`config.mk`:
```
export PLATFORM = sky130hd
export DESIGN_NAME = exibidor_sequencia
export DESIGN_NICKNAME = d
export VERILOG_FILES = /design/src/rtl/exibidor_pkg.sv /design/src/rtl/contador_m.sv /design/src/rtl/exibidor_sequencia.sv
export SDC_FILE = /design/constraint.sdc
export NUM_CORES = 1
export LEC_CHECK = 0
export BUFFER_PORTS_ARGS = -buffer_cell sky130_fd_sc_hd__buf_4
export CORE_MARGIN = 2
export CORE_UTILIZATION = 50
export DETAILED_ROUTE_END_ITERATION = 6
export HOLD_SLACK_MARGIN = 0.1
export PLACE_DENSITY = 0.7
export SLEW_MARGIN = 20
export SYNTH_ARGS = -nofsm -noshare
export SYNTH_HDL_FRONTEND = slang
export SYNTH_SLANG_ARGS = --single-unit
export TNS_END_PERCENT = 5
```
`constraint.sdc`:
```
create_clock -name clock -period 3.85 [get_ports clock]
set_input_delay 0 -clock clock [delete_from_list [all_inputs] [get_ports clock]]
set_output_delay 0 -clock clock [all_outputs]
set_load 0.03 [all_outputs]
```
`src/rtl/exibidor_pkg.sv`:
```
// Shared definitions for the sequence display block: FSM state codes,
// default timing parameters and the timer width.
package exibidor_pkg;

    localparam int T_ON_DEF  = 50;
    localparam int T_OFF_DEF = 25;
    localparam int TIMER_W   = 12;

    typedef enum logic [3:0] {
        INICIAL = 4'd0,
        CARREGA = 4'd1,
        ACENDE  = 4'd2,
        APAGA   = 4'd3,
        PROXIMO = 4'd4,
        FIM     = 4'd5
    } estado_t;

endpackage

```
`src/rtl/contador_m.sv`:
```
// Free-running up counter with synchronous clear and count enable.
// Clear has priority over count.
module contador_m #(
    parameter int W = 12
) (
    input  logic         clock,
    input  logic         zera_s,
    input  logic         conta,
    output logic [W-1:0] q_o
);

    logic [W-1:0] q_q;

    // Count register: clear wins, otherwise increment when enabled
    always_ff @(posedge clock) begin
        if (zera_s) begin
            q_q <= '0;
        end else if (conta) begin
            q_q <= q_q + 1'b1;
        end
    end

    assign q_o = q_q;

endmodule

```
`src/rtl/exibidor_sequencia.sv`:
```
// Sequence display: walks ROM addresses 0..rodada, lighting each element
// for T_ON cycles and (optionally) blanking T_OFF cycles between them.
// Build option: define EXIBIDOR_APAGA_EN to enable the APAGA blank phase;
// without it ACENDE goes straight to PROXIMO and T_OFF is unused.
module exibidor_sequencia
    import exibidor_pkg::*;
#(
    parameter int T_ON  = T_ON_DEF,
    parameter int T_OFF = T_OFF_DEF
) (
    input  logic       clock,
    input  logic       reset,
    input  logic       iniciar,
    input  logic [3:0] rodada,
    input  logic [3:0] mem_dado,
    output logic [3:0] mem_endereco,
    output logic [3:0] leds,
    output logic       exibindo,
    output logic       pronto,
    output logic [3:0] db_estado
);

    // Timer value on the last cycle of each timed phase
    localparam logic [TIMER_W-1:0] TON_LAST  = TIMER_W'(T_ON - 1);
    localparam logic [TIMER_W-1:0] TOFF_LAST = TIMER_W'(T_OFF - 1);

    estado_t            estado_q, estado_d;
    logic [3:0]         indice_q, indice_d;
    logic [3:0]         rodada_q, rodada_d;
    logic [TIMER_W-1:0] timer;
    logic               timer_zera, timer_conta;

`ifndef EXIBIDOR_APAGA_EN
    // Blank phase compiled out; keep the parameter referenced
    logic unused_toff;
    assign unused_toff = ^TOFF_LAST;
`endif

    // Timer restarts on every state change (and on reset), runs only in timed phases
    assign timer_zera  = reset || (estado_d != estado_q);
    assign timer_conta = (estado_q == ACENDE) || (estado_q == APAGA);

    contador_m #(
        .W(TIMER_W)
    ) u_timer (
        .clock (clock),
        .zera_s(timer_zera),
        .conta (timer_conta),
        .q_o   (timer)
    );

    // State, index and latched last-index registers
    always_ff @(posedge clock) begin
        if (reset) begin
            estado_q <= INICIAL;
            indice_q <= 4'd0;
            rodada_q <= 4'd0;
        end else begin
            estado_q <= estado_d;
            indice_q <= indice_d;
            rodada_q <= rodada_d;
        end
    end

    // Next-state, index update and outputs; outputs forced idle while in reset
    always_comb begin
        estado_d     = estado_q;
        indice_d     = indice_q;
        rodada_d     = rodada_q;
        leds         = 4'd0;
        mem_endereco = indice_q;
        exibindo     = (estado_q != INICIAL);
        pronto       = (estado_q == FIM);
        db_estado    = estado_q;

        case (estado_q)
            INICIAL: begin
                if (iniciar) begin
                    estado_d = CARREGA;
                    indice_d = 4'd0;
                    rodada_d = rodada;
                end
            end
            // One cycle for the synchronous ROM to present the held address
            CARREGA: estado_d = ACENDE;
            ACENDE: begin
                leds = mem_dado;
                if (timer == TON_LAST) begin
`ifdef EXIBIDOR_APAGA_EN
                    estado_d = APAGA;
`else
                    estado_d = PROXIMO;
`endif
                end
            end
`ifdef EXIBIDOR_APAGA_EN
            APAGA: begin
                if (timer == TOFF_LAST) begin
                    estado_d = PROXIMO;
                end
            end
`endif
            // Compare before incrementing so the index never wraps past 15
            PROXIMO: begin
                if (indice_q == rodada_q) begin
                    estado_d = FIM;
                end else begin
                    indice_d = indice_q + 4'd1;
                    estado_d = CARREGA;
                end
            end
            FIM:     estado_d = INICIAL;
            default: estado_d = INICIAL;
        endcase

        if (reset) begin
            leds         = 4'd0;
            mem_endereco = 4'd0;
            exibindo     = 1'b0;
            pronto       = 1'b0;
            db_estado    = INICIAL;
        end
    end

endmodule

```
==> flow_summary.ini <==
[final_layout]
final_nets = 198
drive_above_1_share = 0.197
area_delta_synth_final_pct = 29.6
insertedDiodeCount = 0

[timing]
clock.fmax_ghz = 0.421
hold_viol = 0
rsz0062_at_grt = no
slew_viol_final = 0
tns_ns = 0
setup_violations = 0
worst_slew_pin_slew_ns = 0.690
layout_min_cycle_time_ns = 2.38
slew_headroom = 0.535
post-route-period-util = 0.617
finalClockSkew_ns = 0.00356

[power]
p_seq_frac = 0.527
p_clk_frac = 0.368
ir_worst_vdd_mv = 0.201
power.leakage_nw = 0.618
swShare = 0.218
p_comb_frac = 0.105
power_mw = 0.492
internal-power_mw = 0.384
p_sw_mw = 0.107
power_density_mw_per_mm2 = 293

[synth]
syn_area_per_cell_um2 = 8.73
synth-edff-count = 0
yosysWarningCount = 0
synth_ff_type = dfxtp_1
synth_cell_types = 39
syn_inst = 148
synth_area_mm2 = 0.00129
synth-seq-cells = 24
synth-seq-area-share = 0.372
synthArstFlopShare = 0
synth.net_count = 162

[setup_path]
worstPathRequired_ns = 4.11
r2r_end = rodada_q[1]
cpMostUsedCell = dlygate4sd3_1
reg2regPathDepth = 5
cpPeakStageDelay_ns = 0.57
rrSetupSlack_ns = 1.47
end_kind = register
slowest_stage = dlygate4sd3_1
worstSetupPathType = register to register
r2r_start = estado_q[1]
crit_fanout = 8
cp_cell_sequence = nor4_4 -> nand3_1 -> dlygate4sd3_1 -> a21oi_1 -> dlygate4sd3_1
start_kind = register
arrival_ns = 2.64

[floorplanning]
start_util = 0.527
die_h_um = 54.8
die-width_um = 54.8
num_io_pins = 25
rows = 18
dieArea_mm2 = 0.00301
coreArea_mm2 = 0.00245

[routing]
vias = 1201
drt_iter0_drc = 37
ant_nets = 0
post_drt_wl_per_cell_um = 13.9
vias_per_cell = 5.64
finalWirelength_um = 2960
drc_errors = 0
first_pass_iters = 4

[placement]
place.port_buffers = 24
gp_congestion = 0.722
dp_hpwl_um = 1980

[clocking]
cts_tree = yes
cts.sinks = 24
cts_buffer_depth = 2
cts-buffers-inserted = 3
cts_root_buffer = clkbuf_4
htree_num_levels = 1
clk_transition_reported_paths_ns = 0.13
clock_latency_ns = 0.31

[worst_hold_path]
min_to = leds[1]
holdCritStartpoint = mem_dado[1]
holdPathStages = 3
hp-class = input port to output port

[global_routing]
grt_pass1_wl_um = 4690
grt_pass1_vias = 1125
antenna_found_initial = 0
grtUsageTotal = 0.217
grt.overflow.total = 0
grt_max_degree = 21

[job]
cap_viol_max_count = 0

[status]
status = completed
==> how the worst max path moves through the flow <==
stage | to | cells after the start | startpoint | slack [ns]
6_report | rodada_q[1] | 5 | estado_q[1] | 1.47
5_1_grt | rodada_q[2] | 5 | estado_q[1] | 1.30
4_1_cts | rodada_q[3] | 5 | estado_q[1] | 1.49
3_5_place_dp | u_timer.q_o[1] | 4 | estado_q[1] | 2.07
3_3_place_gp | u_timer.q_o[1] | 4 | estado_q[1] | 2.16
2_1_floorplan | pronto | 2 | estado_q[2] | 2.06
==> synthesized netlist by cell type (3+ instances only) <==
cell / number / area (um2)
dfxtp_1: 24 / 480
nor3_1: 17 / 85.1
nand2_1: 11 / 41.3
a21oi_1: 9 / 45.0
nor2b_1: 8 / 50.1
xnor2_1: 8 / 70.1
nand4_1: 7 / 43.8
xor2_1: 7 / 61.3
nor2_1: 6 / 22.5
nand3_1: 5 / 25.0
and2_1: 4 / 25.0
clkbuf_1: 4 / 15.0
ha_1: 3 / 37.5
nor4_1: 3 / 18.8
==> power groups by stage <==
stage | Sequential, mW | Combinational [mW] | Clock, mW
floorplan | 0.261 | 0.0284 | 0
global placement | 0.264 | 0.0397 | 0
detailed placement | 0.264 | 0.0410 | 0
CTS | 0.259 | 0.0510 | 0.188
global route | 0.260 | 0.0569 | 0.194
finish | 0.259 | 0.0516 | 0.181
==> worst max-delay path, delay by kind of cell, from the launching register on <==
kind,cells,cell delay (ns)
buffers and inverters,2,1.12
DFF,1,0.44
and+or+nand+nor,2,0.64
AOI/OAI and AO/OA,1,0.13
==> metrics by stage <==
stage / worst slack, ns / hold WS (ns) / instance area (um2) / cells / utilization
after global routing: 1.30 / 0.338 / 1680 / 213 / 0.682
final: 1.47 / 0.323 / 1680 / 213 / 0.682
after detailed placement: 2.07 / 0.280 / 1480 / 195 / 0.604
after CTS: 1.49 / 0.325 / 1680 / 213 / 0.682
after global placement: 2.16 / 0.266 / 1480 / 195 / 0.604
after floorplan: 2.06 / 0.147 / 1290 / 148 / -
==> what timing repair did <==
item,CTS,global route
endpoints found under the setup margin,0,0
endpoints found under the hold margin,10,0
gates resized for setup,0,0
hold buffers,14,0
setup buffers,0,0
==> registers in the layout, indices dropped and copies added (netlist names) <==
register	cells
u_timer.q_o	12
estado_q	4
indice_q	4
rodada_q	4
==> cells in the final DEF (no fill, tap or decap), drive strengths merged, types with 4 or more instances in the layout <==
cell type	netlist	layout
xnor2	8	8
and2	4	4
dfxtp	24	24
nor3	17	17
xor2	7	7
nand4	7	7
nor4	5	5
nand3	5	5
buf	4	25
dlygate4sd3	0	14
nand2	11	11
nor2	6	6
nor2b	8	8
a21oi	9	9
==> layer usage <==
metal / vias up / track usage / routed length [um]
met3: 2 / 0.0273 / 89
met4: 0 / 0.0708 / 13
met5: - / 0 / 0
met2: 27 / 0.417 / 1620
li1: 598 / - / -
met1: 574 / 0.242 / 1240
==> layout make-up <==
| class | count | area, um2 |
|---|---|---|
| Timing Repair Buffer | 39 | 328 |
| Clock buffer | 3 | 22.5 |
| Clock inverter | 1 | 30.0 |
| Tap cell | 30 | 37.5 |
| Inverter | 2 | 7.51 |
| Multi-Input combinational cell | 114 | 769 |
| Fill cell | 202 | 779 |
| Sequential cell | 24 | 480 |
==> logic make-up after synthesis <==
group / Yosys count / share of synthesized area
other: 1 / 0.00290
AOI/OAI and AO/OA: 21 / 0.113
DFF: 24 / 0.372
and+or+nand+nor: 74 / 0.348
adders and majority gates: 3 / 0.0290
buffers and inverters: 10 / 0.0329
xor gates and xnor gates: 15 / 0.102
Note: power is estimated with default switching activity, not from simulation.
